### src/rtl/pcie_rq_arbiter.sv
// pcie_rq_arbiter
//   Shares one PCIe sub-controller request port between NUM_REQ requesters.
//   Read and write channels are arbitrated independently, each round-robin,
//   each with one outstanding transaction and a watchdog that aborts
//   transactions the controller never completes.
//
// Ports (clk / rst_n async active-low):
//   ReqRd*  : requester-side read  (Valid/Addr in, Ready/Err/Data out)
//   ReqWr*  : requester-side write (Valid/Addr/Data in, Ready/Err out)
//   RdRq*   : controller-side read  (Valid/Addr out, Data/Ready/Err in)
//   WrRq*   : controller-side write (Valid/Addr/Data out, Ready/Err in)
//   RdGnt/WrGnt         : one-hot grant owner, 0 when idle
//   RdTimeout/WrTimeout : one-cycle pulse on watchdog abort
//
// pcie_rq_chan holds one channel (arbiter, FSM, watchdog, response routing);
// the request payload width PW is the only difference between read and write.

module pcie_rq_chan #(
  parameter int N       = 2,
  parameter int PW      = 64,
  parameter int TIMEOUT = 256,
  parameter int TMR_W   = 9
) (
  input  logic                clk,
  input  logic                rst_n,
  input  logic [N-1:0]        i_valid,
  input  logic [N-1:0][PW-1:0] i_payload,
  input  logic                i_rq_ready,
  input  logic                i_rq_err,
  output logic                o_rq_valid,
  output logic [PW-1:0]       o_rq_payload,
  output logic [N-1:0]        o_ready,
  output logic [N-1:0]        o_err,
  output logic [N-1:0]        o_gnt,
  output logic                o_timeout
);

  localparam int IW = $clog2(N);
  localparam logic [TMR_W-1:0] WD_LAST = TMR_W'((TIMEOUT == 0) ? 0 : TIMEOUT - 1);

  typedef enum logic [1:0] {S_IDLE, S_ISSUE, S_RESP} state_t;

  state_t           r_state, w_state_nxt;
  logic [IW-1:0]    r_ptr;      // last winner; doubles as the owner index
  logic [IW-1:0]    w_pick, w_cand;
  logic             w_any, w_grant, w_cpl, w_abort;
  logic [TMR_W-1:0] r_wd;
  logic             r_rq_valid, r_timeout;
  logic [PW-1:0]    r_rq_payload;
  logic [N-1:0]     r_ready, r_err, r_gnt;
  logic [N-1:0]     w_pick_oh, w_own_oh;

  // Round-robin pick: scan from farthest to nearest so the first requester
  // at or after ptr+1 is the last one written.
  always_comb begin
    w_pick = '0;
    w_cand = '0;
    w_any  = 1'b0;
    for (int k = N; k >= 1; k--) begin
      w_cand = IW'((int'(r_ptr) + k) % N);
      if (i_valid[w_cand]) begin
        w_pick = w_cand;
        w_any  = 1'b1;
      end
    end
  end

  assign w_pick_oh = N'(1) << w_pick;
  assign w_own_oh  = N'(1) << r_ptr;

  always_comb begin
    w_state_nxt = r_state;
    w_grant     = 1'b0;
    w_cpl       = 1'b0;
    w_abort     = 1'b0;
    case (r_state)
      S_IDLE: if (w_any) begin
        w_grant     = 1'b1;
        w_state_nxt = S_ISSUE;
      end
      S_ISSUE: begin
        // A completion in the final watchdog cycle still wins over the abort.
        if (i_rq_ready) begin
          w_cpl       = 1'b1;
          w_state_nxt = S_RESP;
        end else if (TIMEOUT != 0 && r_wd == WD_LAST) begin
          w_abort     = 1'b1;
          w_state_nxt = S_RESP;
        end
      end
      S_RESP:  w_state_nxt = S_IDLE;
      default: w_state_nxt = S_IDLE;
    endcase
  end

  always_ff @(posedge clk or negedge rst_n) begin
    if (!rst_n) begin
      r_state      <= S_IDLE;
      r_ptr        <= IW'(N - 1);
      r_wd         <= '0;
      r_rq_valid   <= 1'b0;
      r_rq_payload <= '0;
      r_ready      <= '0;
      r_err        <= '0;
      r_gnt        <= '0;
      r_timeout    <= 1'b0;
    end else begin
      r_state <= w_state_nxt;
      if (w_grant) begin
        r_ptr        <= w_pick;
        r_rq_payload <= i_payload[w_pick];
        r_rq_valid   <= 1'b1;
        r_gnt        <= w_pick_oh;
        r_wd         <= '0;
      end
      if (r_state == S_ISSUE && TIMEOUT != 0)
        r_wd <= r_wd + 1'b1;
      if (w_cpl || w_abort) begin
        r_rq_valid <= 1'b0;
        r_gnt      <= '0;
        r_ready    <= w_own_oh;
        r_err      <= (w_abort || i_rq_err) ? w_own_oh : '0;
        r_timeout  <= w_abort;
      end
      if (r_state == S_RESP) begin
        r_ready   <= '0;
        r_err     <= '0;
        r_timeout <= 1'b0;
      end
    end
  end

  assign o_rq_valid   = r_rq_valid;
  assign o_rq_payload = r_rq_payload;
  assign o_ready      = r_ready;
  assign o_err        = r_err;
  assign o_gnt        = r_gnt;
  assign o_timeout    = r_timeout;

endmodule

module pcie_rq_arbiter #(
  parameter int NUM_REQ = 2,
  parameter int TIMEOUT = 256,
  parameter int TMR_W   = 9
) (
  input  logic                   clk,
  input  logic                   rst_n,
  input  logic [NUM_REQ-1:0]     ReqRdValid,
  input  logic [NUM_REQ*64-1:0]  ReqRdAddr,
  output logic [NUM_REQ-1:0]     ReqRdReady,
  output logic [NUM_REQ-1:0]     ReqRdErr,
  output logic [127:0]           ReqRdData,
  input  logic [NUM_REQ-1:0]     ReqWrValid,
  input  logic [NUM_REQ*64-1:0]  ReqWrAddr,
  input  logic [NUM_REQ*128-1:0] ReqWrData,
  output logic [NUM_REQ-1:0]     ReqWrReady,
  output logic [NUM_REQ-1:0]     ReqWrErr,
  output logic                   RdRqValid,
  output logic [63:0]            RdRqAddr,
  input  logic [127:0]           RdRqData,
  input  logic                   RdRqReady,
  input  logic                   RdRqErr,
  output logic                   WrRqValid,
  output logic [63:0]            WrRqAddr,
  output logic [127:0]           WrRqData,
  input  logic                   WrRqReady,
  input  logic                   WrRqErr,
  output logic [NUM_REQ-1:0]     RdGnt,
  output logic [NUM_REQ-1:0]     WrGnt,
  output logic                   RdTimeout,
  output logic                   WrTimeout
);

  logic [NUM_REQ-1:0][63:0]  w_rd_pl;
  logic [NUM_REQ-1:0][191:0] w_wr_pl;
  logic [191:0]              w_wr_out;
  logic [127:0]              r_rd_data;

  assign w_rd_pl = ReqRdAddr;

  // Write payload per requester: {data, addr}.
  for (genvar g = 0; g < NUM_REQ; g++) begin : g_wr_pl
    assign w_wr_pl[g] = {ReqWrData[128*g +: 128], ReqWrAddr[64*g +: 64]};
  end

  pcie_rq_chan #(.N(NUM_REQ), .PW(64), .TIMEOUT(TIMEOUT), .TMR_W(TMR_W)) u_rd (
    .clk          (clk),
    .rst_n        (rst_n),
    .i_valid      (ReqRdValid),
    .i_payload    (w_rd_pl),
    .i_rq_ready   (RdRqReady),
    .i_rq_err     (RdRqErr),
    .o_rq_valid   (RdRqValid),
    .o_rq_payload (RdRqAddr),
    .o_ready      (ReqRdReady),
    .o_err        (ReqRdErr),
    .o_gnt        (RdGnt),
    .o_timeout    (RdTimeout)
  );

  pcie_rq_chan #(.N(NUM_REQ), .PW(192), .TIMEOUT(TIMEOUT), .TMR_W(TMR_W)) u_wr (
    .clk          (clk),
    .rst_n        (rst_n),
    .i_valid      (ReqWrValid),
    .i_payload    (w_wr_pl),
    .i_rq_ready   (WrRqReady),
    .i_rq_err     (WrRqErr),
    .o_rq_valid   (WrRqValid),
    .o_rq_payload (w_wr_out),
    .o_ready      (ReqWrReady),
    .o_err        (ReqWrErr),
    .o_gnt        (WrGnt),
    .o_timeout    (WrTimeout)
  );

  assign WrRqAddr = w_wr_out[63:0];
  assign WrRqData = w_wr_out[191:64];

  // Grant is non-zero exactly while the read channel is in ISSUE, so this
  // captures only genuine completions; late or spurious Ready is dropped.
  always_ff @(posedge clk or negedge rst_n) begin
    if (!rst_n)                    r_rd_data <= '0;
    else if (RdRqReady && |RdGnt)  r_rd_data <= RdRqData;
  end

  assign ReqRdData = r_rd_data;

endmodule
### config.mk
export PLATFORM = sky130hd
export DESIGN_NAME = pcie_rq_arbiter
export DESIGN_NICKNAME = d
export VERILOG_FILES = /design/src/rtl/pcie_rq_arbiter.sv
export SDC_FILE = /design/constraint.sdc
export NUM_CORES = 1
export LEC_CHECK = 0
export BUFFER_PORTS_ARGS = -buffer_cell sky130_fd_sc_hd__buf_2
export CAP_MARGIN = 15
export CORE_AREA = 8 8 402 404
export DETAILED_ROUTE_END_ITERATION = 8
export DIE_AREA = 0 0 410 412
export MAX_ROUTING_LAYER = met4
export PLACE_DENSITY_LB_ADDON = 0.1
export SLEW_MARGIN = 20
export SYNTH_ARGS = -nofsm -noshare
export SYNTH_HDL_FRONTEND = slang
export SYNTH_HIERARCHICAL = 1
export SYNTH_SLANG_ARGS = --single-unit
### constraint.sdc
create_clock -name clk -period 3.5 [get_ports clk]
set_input_delay 0.35 -clock clk [delete_from_list [all_inputs] [get_ports clk]]
set_output_delay 0.35 -clock clk [all_outputs]
set_load 0.01 [all_outputs]
-- After elaboration in Yosys (flattened, before gate mapping)
Cells that the tools add are included.
- bits in registers: 424
- input bits: 650
- output and inout bits: 400
- word-level logic and storage cells: 129
- add/subtract/negate cells: 6
- $lt $le $gt $ge: 6
- equal/unequal tests: 10
- shift-type cells: 4
- multiplexer cells: 68
- reduce and logical (&&, ||, !) cells: 16
- operator list (kind ; number):
    2-to-1 mux 192 bit ; 2
    2-to-1 mux 64 bit ; 2
    2-to-1 mux 2 bit ; 20
    2-to-1 mux 1 bit ; 38
    2-to-1 mux 9 bit ; 4
    adder 9 x 1 -> 9 bit, second input constant ; 2
    == test 9 x 8 -> 1 bit, second input constant ; 2
    less-than comparator 1 x 2 -> 1 bit, second input constant ; 6
    nonzero test 2 bit ; 6
    case mux 2 bit (2 select lines) ; 2
    << shifter 1 x 1 -> 2 bit, first input constant ; 4
    != test 3 x 2 -> 1 bit, second input constant ; 2
    adder 1 bit, second input constant ; 4
    == test 2 x 1 -> 1 bit, second input constant ; 2
    == test 2 bit, second input constant ; 2
    zero test 2 bit ; 2
    logical OR 1 bit ; 4
    != test 2 x 1 -> 1 bit, second input constant ; 2
    AND reduction 2 bit ; 2
    OR reduction 2 bit ; 1
    logical AND 1 bit ; 1

-- Depth between registers and ports, before layout
Gate-level depths: netlist of run 1.
- depth after elaboration: 9
- mapped depth: 7
- mapped depth without buffers: 7

-- Hierarchy
Netlist of run 1, hierarchy kept.
- by module, submodules not included (module ; instances ; cells an instance ; area an instance (µm²) ; sequential area each (µm²)):
    pcie_rq_chan at u_wr ; 1 ; 951 ; 10134.7 ; 5306.3
    pcie_rq_arbiter ; 1 ; 271 ; 4814.6 ; 3203.1
    pcie_rq_chan at u_rd ; 1 ; 377 ; 4002.6 ; 2103.3

-- Worst setup path before layout of run 1
OpenSTA, ideal clock, no wires.
- kind: reg2reg
- from: register u_rd.r_wd[0]
- to: register u_rd.r_ready[1] (netlist: u_rd/o_ready[1])
- library setup time: 83 ps
- data arrival time: 1717 ps
- required time: 3417 ps
- path slack: 1700 ps
- cell stages (with the launch flop): 8
- buffers on the path: 0
- clock period less this slack: 1800 ps
- path through: dfrtp_1 -> ha_1 -> and3_1 -> and3_1 -> ha_1 -> o21ai_0 -> inv_1 -> o21ai_0
- cells in the longest elaborated chain, start to end: 6
- ends and longest elaborated chain (item ; line ; RTL):
    from (decl) ; 47 ; logic [TMR_W-1:0] r_wd;
    from (signal assigned) ; 117 ; r_wd <= r_wd + 1'b1;
    == test 9 x 8 -> 1 bit ; 86 ; end else if (TIMEOUT != 0 && r_wd == WD_LAST) begin
    2-to-1 mux 1 bit ; 86 ;
    2-to-1 mux 1 bit ; 83 ; if (i_rq_ready) begin
    2-to-1 mux 1 bit ; 76 ; case (r_state)
    logical OR 1 bit ; 118 ; if (w_cpl || w_abort) begin
    nonzero test 2 bit (no line) ; - ;
    to (signal assigned) ; 121 ; r_ready <= w_own_oh;
    to (decl) ; 50 ; logic [N-1:0] r_ready, r_err, r_gnt;
Every way passes these cells.
A chain may end at the register's enable or synchronous reset.

-- Worst setup path after layout of run 1
- from: register u_wr.r_ptr
- to: register u_wr.r_rq_payload[67] (netlist: u_wr/o_rq_payload[67])
- cells in the longest elaborated chain, start to end: 7
- elaborated cells between the ends (all ways): 14
- classes of those cells: 2 x add/sub; 12 x mux
- ends and longest elaborated chain (item ; line ; RTL):
    from (decl) ; 44 ; logic [IW-1:0] r_ptr;
    from (signal assigned) ; 99 ; r_ptr <= IW'(N - 1);
    from (signal assigned) ; 110 ; r_ptr <= w_pick;
    adder 1 bit ; 60 ; w_cand = IW'((int'(r_ptr) + k) % N);
    2-to-1 mux 1 bit (not written as such) (2 in a row) ; 61 ; if (i_valid[w_cand]) begin
    2-to-1 mux 1 bit (2 in a row) ; 61 ;
    2-to-1 mux 192 bit (not written as such) / 2-to-1 mux 1 bit (equally long branches) ; 111, 77 ;
    2-to-1 mux 192 bit (not written as such) / 2-to-1 mux 1 bit (equally long branches) ; 111, 76 ;
    to (signal assigned) ; 111 ; r_rq_payload <= i_payload[w_pick];
    to (decl) ; 49 ; logic [PW-1:0] r_rq_payload;
Several ways; a longest one is shown, not always the timed one. The select of a mux whose other input is x is not followed.

==> results.tsv, run 1 <==
stage	metric	value	unit
status	status	completed	
floorplanning	core.rowCount	145	
worst_setup_path	crit_path_start_kind	register	
drt	avgRoutedWirePerCell	20.6	um
synth	ys_types	47	
clock_network	clock_latency	650	ps
power	power_density	729	mW/mm2
synth	yosysSeqAreaShare	0.560	
sta	worstMarginPinSlew	1010	ps
global_route	grt_usage	0.123	
clock_network	numCtsBuffers	57	
worst_setup_path	endpoint_kind	register	
clock_network	root_buffer	clkbuf_16	
synth	synth_compound_area_frac	0.160	
floorplanning	coreArea	0.155	mm2
synth	synth_warnings	6	
floorplanning	start_util	0.122	
sta	setup_viol	0	
run	cap_violations	0	
drt	drt_iter0_markers	773	
clock_network	cts_buffer_depth	3	
power	vdd_drop_max	0.000433	V
worst_setup_path	r2r_slack	970	ps
synth	yosys_register_bits	424	
hold_path	min_to	u_wr/o_rq_payload[172]	
layout	final_nets	3741	
global_route	grt_pass1_wl	152000	um
synth	syn-cell-area	0.0190	mm2
clock_network	clkTransAtPathRegs	60	ps
clock_network	cts_tree	built	
sta	fmax	0.396	GHz
place	port_buffers	1049	
worst_setup_path	path_class	reg -> reg	
hold_path	hold_class	in -> reg	
drt	drc	0	
place	place_congestion	0.850	
drt	dr.pass1.iters	5	
sta	finalMaxSlewViolations	0	
worst_setup_path	crit_path_frequent_cell	buf_4	
floorplanning	die_h	412	um
clock_network	h-tree-depth	2	
sta	post-route-period-util	0.721	
layout	layout_commonest_cell	buf_2	
synth	synthMuxAreaShare	0.212	
synth	synth_edf_count	0	
layout	area_growth_syn_to_layout	75.0	%
synth	syn_nets	2253	
sta	finalSetupTns	0	ps
worst_setup_path	reg2reg_to	u_wr/o_rq_payload[67]	
synth	yosys_most_used_dff	dfrtp_1	
sta	hold_ws	66.0	ps
synth	synth_top_family_by_area	multiplexers	
power	p_leak	15.0	nW
synth	netlist_instances	1599	
floorplanning	dieArea	0.169	mm2
worst_setup_path	cpPeakStageDelay	600	ps
worst_setup_path	crit_family	buffers and inverters	
hold_path	min-delay-start	ReqWrData[108]	
worst_setup_path	r2r_cells	6	
layout	fin_util	0.214	
synth	async_flop_share	1.00	
synth	synth_xor_area_frac	0.000462	
worst_setup_path	required	4010	ps
synth	yosys.area_share.adder	0.00264	
clock_network	cts.sinks	424	
worst_setup_path	path_cells	a21boi_4, buf_4, buf_4, mux2i_1, dlygate4sd3_1, a21oi_1	
synth	synthSimpleGateAreaFrac	0.0162	
worst_setup_path	cp.buffers_inverters	3	
drt	viasPerCell	3.60	
sta	post-route-min-period	2530	ps
worst_setup_path	slowest_stage	dlygate4sd3_1	
worst_setup_path	crit_arrival	3040	ps
global_route	grt_max_degree	175	
global_route	antenna_found_initial	25	
global_route	grt_pass1_vias	20800	
drt	wirelength	107000	um
floorplanning	num_io_pins	1050	
layout	mostFrequentLayoutCells	buf_2, a21oi_1, dlygate4sd3_1	
worst_setup_path	startpoint	u_wr/r_ptr	
hold_path	holdPathStages	3	
worst_setup_path	cp_max_fo	25	
sta	fin_skew	45.3	ps
drt	postRouteAntennaNets	0	
global_route	grt_overflow	0	
synth	syn_avg_cell_area	11.9	um2
layout	drive_gt1_frac	0.423	
sta	hold_viol	0	
drt	vias	18800	
sta	rsz0062_at_grt	false	
place	dpl.hpwl	83700	um
worst_setup_path	rr_startpoint	u_wr/r_ptr	
floorplanning	die_x	410	um
sta	slew_headroom	0.327	
-- synth_stat cells (3+ instances only) --
cell type / number / area, um2
a211oi_1: 3 / 22.5
a21o_1: 5 / 37.5
a21oi_1: 520 / 2600
a31oi_1: 11 / 68.8
a41oi_1: 3 / 26.3
and3_1: 4 / 25.0
buf_1: 9 / 33.8
buf_2: 57 / 285
buf_4: 6 / 45.0
buf_6: 34 / 383
clkbuf_1: 26 / 97.6
dfrtp_1: 422 / 10600
ha_1: 4 / 50.1
inv_1: 10 / 37.5
mux2_2: 128 / 1440
mux2i_1: 258 / 2580
nand2_1: 14 / 52.6
nand2b_1: 3 / 18.8
nand3_1: 7 / 35.0
nor2_1: 9 / 33.8
nor3_1: 3 / 15.0
o211ai_1: 4 / 30.0
o21ai_0: 14 / 70.1
o22ai_1: 5 / 31.3
o31ai_1: 7 / 52.6
or2_2: 3 / 18.8
-- metal layers --
layer  vias to the layer above  part of all wire  track usage
met5                         -                 0            -
met4                         0             0.026       0.0328
met3                       128             0.066       0.0339
met2                       669              0.52        0.221
met1                      9164              0.39        0.135
li1                       8820                 -            -
-- worst min-delay path, delay by kind of cell --
| family | cells | cell delay (ps) |
|---|---|---|
| multiplexers | 1 | 70 |
| buffers and inverters | 1 | 80 |
| AO/OA/AOI/OAI | 1 | 170 |
-- sequential cells by signal (all words and copies together), names as in the netlist, 9 cells and up --
register,flops
u_rd/o_rq_payload,64
ReqRdData,128
u_wr/o_rq_payload,192
u_rd/r_wd,9
u_wr/r_wd,9
-- layout make-up --
class,count,area [um2]
Clock inverter,28,307
Timing Repair Buffer,1564,10500
Inverter,10,37.5
Sequential cell,424,10600
Tap cell,2058,2570
Clock buffer,80,1630
Antenna cell,18,45.0
Fill cell,17100,122000
Multi-Input combinational cell,1030,7470
-- per-stage QoR --
step / area, um2 / instances / total power [mW] / worst slack, ps
2_1_floorplan: 19000 / 1599 / 12.8 / 1700
4_1_cts: 33100 / 5194 / 24.9 / 1010
5_1_grt: 33200 / 5209 / 25.8 / 897
3_3_place_gp: 26400 / 4608 / 17.9 / 1350
6_report: 33200 / 5212 / 24.2 / 975
3_5_place_dp: 26400 / 4608 / 17.9 / 1280
-- power breakdown --
part           leakage, nW  internal [mW]  switching (mW)  total (mW)
registers             4.82           7.11            1.27        8.38
clock network        0.959           3.56            2.48        6.04
logic                 9.27           4.11            5.65        9.76
-- cell families (layout without fill, tap and decap cells) --
| group | Yosys count | in the layout |
|---|---|---|
| DFF | 424 | 424 |
| AOI/OAI and AO/OA | 583 | 583 |
| adders and majority gates | 4 | 4 |
| muxes | 386 | 386 |
| buffers and inverters | 145 | 1682 |
| and+or+nand+nor | 56 | 56 |
| xor gates and xnor gates | 1 | 1 |
| other | 0 | 18 |
-- how the worst max path moves through the flow --
stage / to / slack (ps) / cells past startpoint
final: u_wr/o_rq_payload[67] / 970 / 6
after global routing: u_wr/o_rq_payload[67] / 900 / 6
after floorplan: u_rd/o_ready[1] / 1700 / 7
after detailed placement: u_wr/o_rq_payload[91] / 1280 / 6
after global placement: u_rd/o_ready[1] / 1350 / 7
after CTS: u_wr/o_rq_payload[67] / 1010 / 6
-- what timing repair did --
action / in CTS / in global routing
resized for setup: 0 / 0
hold endpoints to repair: 384 / 0
setup buffers: 0 / 0
hold buffers: 478 / 0
No activity file was read; power rests on OpenSTA's default activity.
==> run 2, diff against run 1 <==
--- a/config.mk
+++ b/config.mk
@@ -5,11 +5,12 @@
 export SDC_FILE = /design/constraint.sdc
 export NUM_CORES = 1
 export LEC_CHECK = 0
+export ABC_AREA = 1
 export BUFFER_PORTS_ARGS = -buffer_cell sky130_fd_sc_hd__buf_2
 export CAP_MARGIN = 15
-export CORE_AREA = 8 8 402 404
+export CORE_AREA = 8 8 408 410
 export DETAILED_ROUTE_END_ITERATION = 8
-export DIE_AREA = 0 0 410 412
+export DIE_AREA = 0 0 416 418
 export MAX_ROUTING_LAYER = met4
 export PLACE_DENSITY_LB_ADDON = 0.1
 export SLEW_MARGIN = 20
==> constraint.sdc (replaced) <==
create_clock -name clk -period 2.5 [get_ports clk]
set_input_delay 0.25 -clock clk [delete_from_list [all_inputs] [get_ports clk]]
set_output_delay 0.25 -clock clk [all_outputs]
set_load 0.01 [all_outputs]
==> run 2 against run 1 <==
Against the previous run:
- final cell count grew 20%
- design area grew 9.0%
- clock power up 44%
- maximum frequency increased by 7.2%
- critical path type unchanged
- critical endpoint is now u_wr/o_rq_payload[157]
==> results.tsv, run 2 <==
stage	metric	value	unit	change
status	status	completed		
worst_setup_path	crit_path_frequent_cell	nand2_1		
floorplanning	num_io_pins	1050		unchanged
synth	syn-cell-area	0.0199	mm2	+5.1%
synth	syn_avg_cell_area	8.13	um2	-31%
drt	viasPerCell	3.61		+0.28%
clock_network	cts_tree	built		
place	place_congestion	0.807		-5.1%
clock_network	clkTransAtPathRegs	60	ps	about the same
worst_setup_path	cpPeakStageDelay	630	ps	+30 ps
synth	yosys_register_bits	424		unchanged
sta	finalWorstSetupSlack	145	ps	-830 ps
worst_setup_path	slowest_stage	dlygate4sd3_1		
layout	drive_gt1_frac	0.292		-0.130
layout	ff_latch_area	0.0106	mm2	unchanged
place	dp_cells	5489		+19%
place	dp_slack	436	ps	-840 ps
clock_network	post_cts_resized	0		unchanged
synth	synth_top_area_frac	0.530		-0.0269
sta	finalMaxSlewViolations	0		unchanged
clock_network	root_buffer	clkbuf_16		
global_route	grt_pass1_vias	24100		+16%
power	vdd_drop_max	0.000500	V	+16%
sta	post-route-period-util	0.942		+0.221
floorplanning	start_util	0.125		+0.00255
layout	fillers	18000		+5.3%
drt	drt_iter0_markers	931		+20%
layout	final_nets	4768		+27%
floorplanning	coreArea	0.160	mm2	+2.9%
synth	synth_edf_count	0		unchanged
drt	drc	0		unchanged
layout	mostFrequentLayoutCells	nand2_1, buf_2, dlygate4sd3_1		
sta	hold_viol	0		unchanged
clock_network	cts_setup_buffers	0		unchanged
synth	netlist_instances	2450		+53%
place	port_buffers	1049		unchanged
global_route	grt_usage	0.141		+0.0176
layout	multiInputGateArea	0.00722	mm2	-3.3%
synth	yosysSeqAreaShare	0.533		-0.0270
global_route	antenna_found_initial	45		+80%
worst_setup_path	cp_max_fo	79		+220%
global_route	grt_pass1_wl	176000	um	+16%
drt	dr.pass1.iters	5		unchanged
drt	postRouteAntennaNets	0		unchanged
worst_setup_path	endpoint_kind	register		
synth	syn_nets	3104		+38%
clock_network	ctsHoldBuffers	648		+36%
global_route	grt_overflow	0		unchanged
clock_network	numCtsBuffers	61		+7.0%
sta	setup_viol	0		unchanged
synth	async_flop_share	1.00		unchanged
global_route	grt_max_degree	127		-27%
worst_setup_path	path_class	reg -> reg		
hold_path	hold_class	in -> reg		
clock_network	clock_latency	670	ps	+20 ps
clock_network	cts_buffer_depth	3		unchanged
floorplanning	core.rowCount	147		+1.4%
synth	synth.most_common_cell	nand2_1		
worst_setup_path	crit_arrival	2900	ps	-140 ps
synth	synth_warnings	6		unchanged
sta	finalSetupTns	0	ps	unchanged
clock_network	h-tree-depth	2		unchanged
sta	worstMarginPinSlew	795	ps	-214 ps
drt	wirelength	125000	um	+17%
sta	fin_skew	14.9	ps	-30.4 ps
sta	post-route-min-period	2350	ps	-170 ps
worst_setup_path	crit_path_start_kind	register		
power	power	39.3	mW	+62%
layout	layout_commonest_cell	nand2_1		
place	dpl.hpwl	97300	um	+16%
clock_network	cts.sinks	424		unchanged
drt	vias	22700		+21%
synth	yosys_most_used_dff	dfrtp_1		
sta	hold_ws	71.4	ps	+5.43 ps
synth	synth_area_leaders	dfrtp_1, nand2_1, o211ai_1		
sta	fmax	0.425	GHz	+7.2%
sta	rsz0062_at_grt	false		
synth	yosys.area.top_type	dfrtp_1		
sta	slew_headroom	0.470		+0.142
run	cap_violations	0		unchanged
worst_setup_path	required	3050	ps	-960 ps
worst_setup_path	path_cells	nand2_1, nand2_8, buf_12, nand2_1, o211ai_1, dlygate4sd3_1, nand2_1		
power	p_leak	18.7	nW	+24%
worst_setup_path	r2r_slack	150	ps	-830 ps
floorplanning	die_x	416	um	+1.5%
layout	area_growth_syn_to_layout	81.5	%	
floorplanning	dieArea	0.174	mm2	+2.9%
drt	avgRoutedWirePerCell	20.0	um	-3.0%
floorplanning	die_h	418	um	+1.5%
layout	largest_reg_flops	192		unchanged
synth	ys_top_cells_by_count	nand2_1, dfrtp_1, inv_1		
power	power_density	1090	mW/mm2	+49%
synth	ys_types	22		-53%
layout	instances_no_fill	6277		+20%
## run 2: report_power, final
group | switching [mW] | total (mW) | internal (mW)
clock network | 3.68 | 8.71 | 5.03
logic | 10.9 | 18.3 | 7.38
registers | 2.04 | 12.3 | 10.2
## run 2: worst paths after layout
path,start,to,depth (start not counted)
min in group asynchronous,rst_n,ReqRdData[110],2
hold reg to reg,ReqRdData[82],ReqRdData[82],2
setup reg to reg,u_wr/r_ptr,u_wr/o_rq_payload[157],7
max in group asynchronous,rst_n,u_wr/o_rq_payload[40],3
setup / recovery,u_wr/r_ptr,u_wr/o_rq_payload[157],7
hold / removal,ReqWrData[83],u_wr/o_rq_payload[147],5
## run 2: layout make-up
class | instances | share of cell area
Inverter | 294 | 0.0307
Timing Repair Buffer | 1759 | 0.348
Clock inverter | 15 | 0.00284
Antenna cell | 25 | 0.00173
Clock buffer | 100 | 0.0513
Sequential cell | 424 | 0.294
Multi-Input combinational cell | 1574 | 0.200
Tap cell | 2086 | 0.0722
## run 2: critical path, delay by kind of cell (launching register included)
| kind | cells | cell delay [ps] |
|---|---|---|
| AO/OA/AOI/OAI | 1 | 140 |
| buffers and inverters | 2 | 970 |
| flip-flops | 1 | 570 |
| AND/OR/NAND/NOR | 4 | 510 |
## run 2: cell families after synthesis
family          count (synthesis)  synth area share
compound gates                283             0.104
fa+ha+maj                       4           0.00251
simple gates                 1287             0.253
flops                         424             0.533
buf+inv                       452             0.107
## run 2: through the flow
stage,utilization,instance area [um2]
detailed placement,0.173,27600
global route,0.226,36100
CTS,0.226,36100
floorplan,-,19900
global placement,0.173,27600
finish,0.226,36100
## run 2: layer usage
layer,up-vias,routed length (um),GRT usage
li1,11100,-,-
met1,10800,48100,0.154
met2,599,66100,0.249
met3,194,6410,0.0306
met4,0,4840,0.0582
met5,-,0,-
==> run 3, diff against run 2 <==
--- a/config.mk
+++ b/config.mk
@@ -8,6 +8,8 @@
 export ABC_AREA = 1
 export BUFFER_PORTS_ARGS = -buffer_cell sky130_fd_sc_hd__buf_2
 export CAP_MARGIN = 15
+export CELL_PAD_IN_SITES_DETAIL_PLACEMENT = 2
+export CELL_PAD_IN_SITES_GLOBAL_PLACEMENT = 2
 export CORE_AREA = 8 8 408 410
 export DETAILED_ROUTE_END_ITERATION = 8
 export DIE_AREA = 0 0 416 418
==> run 3 against run 2 <==
Against the previous run:
- design area increased by 0.51%
- global-route usage increased by 0.85 points
- non-clock buffer count decreased by 15
- combinational power is essentially flat
- via count is 2.9% higher
- die area did not move
- register-to-register slack better by 40 ps
- critical path depth increased by 1
- power rose by 1.6%
- hold slack lost 10 ps
- routed wire length is 5.5% higher
- critical path type unchanged
- largest cell class unchanged
==> results.tsv, run 3 (synthesis gave the netlist of run 2 again) <==
stage	metric	value	unit	change
power	vdd_drop_max	0.000429	V	-14%
clock_network	cts_tree	built		
layout	drive_gt1_frac	0.293		+0.000703
worst_setup_path	endpoint_kind	register		
worst_setup_path	cpPeakStageDelay	580	ps	-50 ps
worst_setup_path	r2r_cells	8		+1
global_route	antenna_found_initial	76		+69%
worst_setup_path	reg2reg_to	u_wr/o_rq_payload[78]		
worst_setup_path	crit_path_frequent_cell	nand2_1		
clock_network	cts_buffer_depth	3		unchanged
layout	multiInputGateArea	0.00724	mm2	+0.19%
floorplanning	die_h	418	um	unchanged
drt	wl_met3	6820	um	+6.4%
floorplanning	num_io_pins	1050		unchanged
clock_network	numCtsBuffers	67		+9.8%
worst_setup_path	r2r_slack	190	ps	+40 ps
floorplanning	die_x	416	um	unchanged
clock_network	h-tree-depth	3		+1
worst_setup_path	crit_path_start_kind	register		
hold_path	hold_class	in -> reg		
worst_setup_path	crit_arrival	2840	ps	-60 ps
clock_network	clkTransAtPathRegs	60	ps	about the same
sta	fin_skew	24.8	ps	+9.86 ps
place	place_congestion	0.797		-1.3%
worst_setup_path	path_cells	nand2_2, nand2_8, buf_16, buf_4, nand2_1, o211ai_1, dlygate4sd3_1, nand2_1		
sta	finalMaxSlewViolations	0		unchanged
worst_setup_path	cp.buffers_inverters	3		+1
global_route	grt_max_degree	105		-17%
status	status	completed		
layout	final_nets	4760		-0.17%
sta	worstMarginPinSlew	737	ps	-58.2 ps
place	port_buffers	1049		unchanged
floorplanning	dieArea	0.174	mm2	unchanged
floorplanning	coreArea	0.160	mm2	unchanged
drt	drt-met1-wl	50200	um	+4.4%
drt	drt_iter0_markers	813		-13%
drt	postRouteAntennaNets	0		unchanged
worst_setup_path	crit_family	buffers and inverters		
worst_setup_path	rr_startpoint	u_wr/r_ptr		
drt	vias	23300		+2.9%
sta	fmax	0.432	GHz	+1.8%
worst_setup_path	required	3020	ps	-30 ps
global_route	grt_pass1_wl	188000	um	+6.6%
floorplanning	start_util	0.125		unchanged
sta	setup_viol	0		unchanged
clock_network	clock_latency	640	ps	-30 ps
drt	avgRoutedWirePerCell	21.0	um	+5.4%
sta	hold_viol	0		unchanged
clock_network	cts.sinks	424		unchanged
worst_setup_path	slowest_stage	dlygate4sd3_1		
global_route	grt_overflow	0		unchanged
layout	fillers	18700		+3.8%
sta	post-route-min-period	2310	ps	-42.7 ps
sta	rsz0062_at_grt	false		
global_route	grt_usage	0.150		+0.00855
layout	instances_no_fill	6283		+0.096%
layout	largest_reg_flops	192		unchanged
clock_network	root_buffer	clkbuf_16		
worst_setup_path	cp.depth	8		+1
power	power_density	1100	mW/mm2	+1.0%
layout	area_growth_syn_to_layout	82.5	%	
sta	finalSetupTns	0	ps	unchanged
run	cap_violations	0		unchanged
sta	post-route-period-util	0.925		-0.0171
sta	slew_headroom	0.507		+0.0370
drt	dr.pass1.iters	4		-1
power	p_leak	18.8	nW	+0.38%
worst_setup_path	cp_max_fo	42		-47%
floorplanning	core.rowCount	147		unchanged
worst_setup_path	path_class	reg -> reg		
layout	layout_commonest_cell	nand2_1		
worst_setup_path	startpoint	u_wr/r_ptr		
global_route	grt_pass1_vias	26300		+9.1%
drt	viasPerCell	3.71		+2.8%
drt	drc	0		unchanged
layout	ff_latch_area	0.0106	mm2	unchanged
worst_setup_path	critPathCapture	u_wr/o_rq_payload[78]		
place	dp_cells	5481		-0.15%
drt	wirelength	132000	um	+5.5%
place	dpl.hpwl	99800	um	+2.7%
layout	mostFrequentLayoutCells	nand2_1, buf_2, dlygate4sd3_1		
drt	routed-wl-met2	68500	um	+3.7%
drt	maxUsedRoutingLayer	met4		
-- run 3: cell types whose count changed in the layout (fill, tap and decap cells not counted), moves of 3 or more --
cell,previous run,this run
buf_12,29,32
clkbuf_8,18,15
dlygate4sd3_1,648,638
diode_2,25,41
clkbuf_16,61,70
buf_4,34,24
clkinv_2,10,6
-- run 3: worst register-to-register path: stages, from the launching register on --
cell and delay [ps]:
dfstp_2 570, nand2_2 150, nand2_8 170, buf_16 230, buf_4 280, nand2_1 90, o211ai_1 100, dlygate4sd3_1 580
nand2_1 50
-- run 3: repair_timing --
item	CTS	global route
setup endpoints to repair	0	2
buffers inserted	0	3
gates resized for setup	0	3
hold buffers	638	0
hold endpoints to repair	429	0
-- run 3: stage by stage --
stage | util | hold WS, ps | power, mW | setup WS, ps | instance area (um2)
finish | 0.228 | 61.0 | 39.9 | 188 | 36300
global route | 0.228 | 60.8 | 43.1 | 29.6 | 36300
CTS | 0.227 | 3.09 | 41.2 | 127 | 36200
detailed placement | 0.173 | 287 | 28.8 | 384 | 27600
global placement | 0.173 | 292 | 28.7 | 405 | 27600
floorplan | - | -45.6 | 20.0 | 753 | 19900
-- run 3: routing by layer --
metal	up-vias	track usage
li1	11100	-
met1	11300	0.156
met2	664	0.263
met3	263	0.0356
met4	0	0.0769
met5	-	-
-- run 3: cell type report --
class,count,area share
repair buffers,1744,0.344
flip-flops and latches,424,0.292
multi-input cells,1575,0.199
well taps,2086,0.0718
clock buffers,107,0.0562
inverters,294,0.0305
clock inverters,12,0.00334
diodes,41,0.00282
-- run 3: how the worst min path moves through the flow --
stage / start / endpoint / depth (start not counted)
2_1_floorplan: rst_n / ReqRdData[0] / 0
3_3_place_gp: rst_n / u_wr/o_rq_payload[14] / 1
3_5_place_dp: rst_n / u_wr/o_rq_payload[14] / 1
4_1_cts: ReqWrAddr[41] / u_wr/o_rq_payload[41] / 5
5_1_grt: ReqWrData[102] / u_wr/o_rq_payload[166] / 5
6_report: ReqWrData[120] / u_wr/o_rq_payload[184] / 5
-- run 3: where the power goes --
group	switching, mW	internal (mW)
clock	3.82	5.70
combinational	11.0	7.26
sequential	1.84	10.2
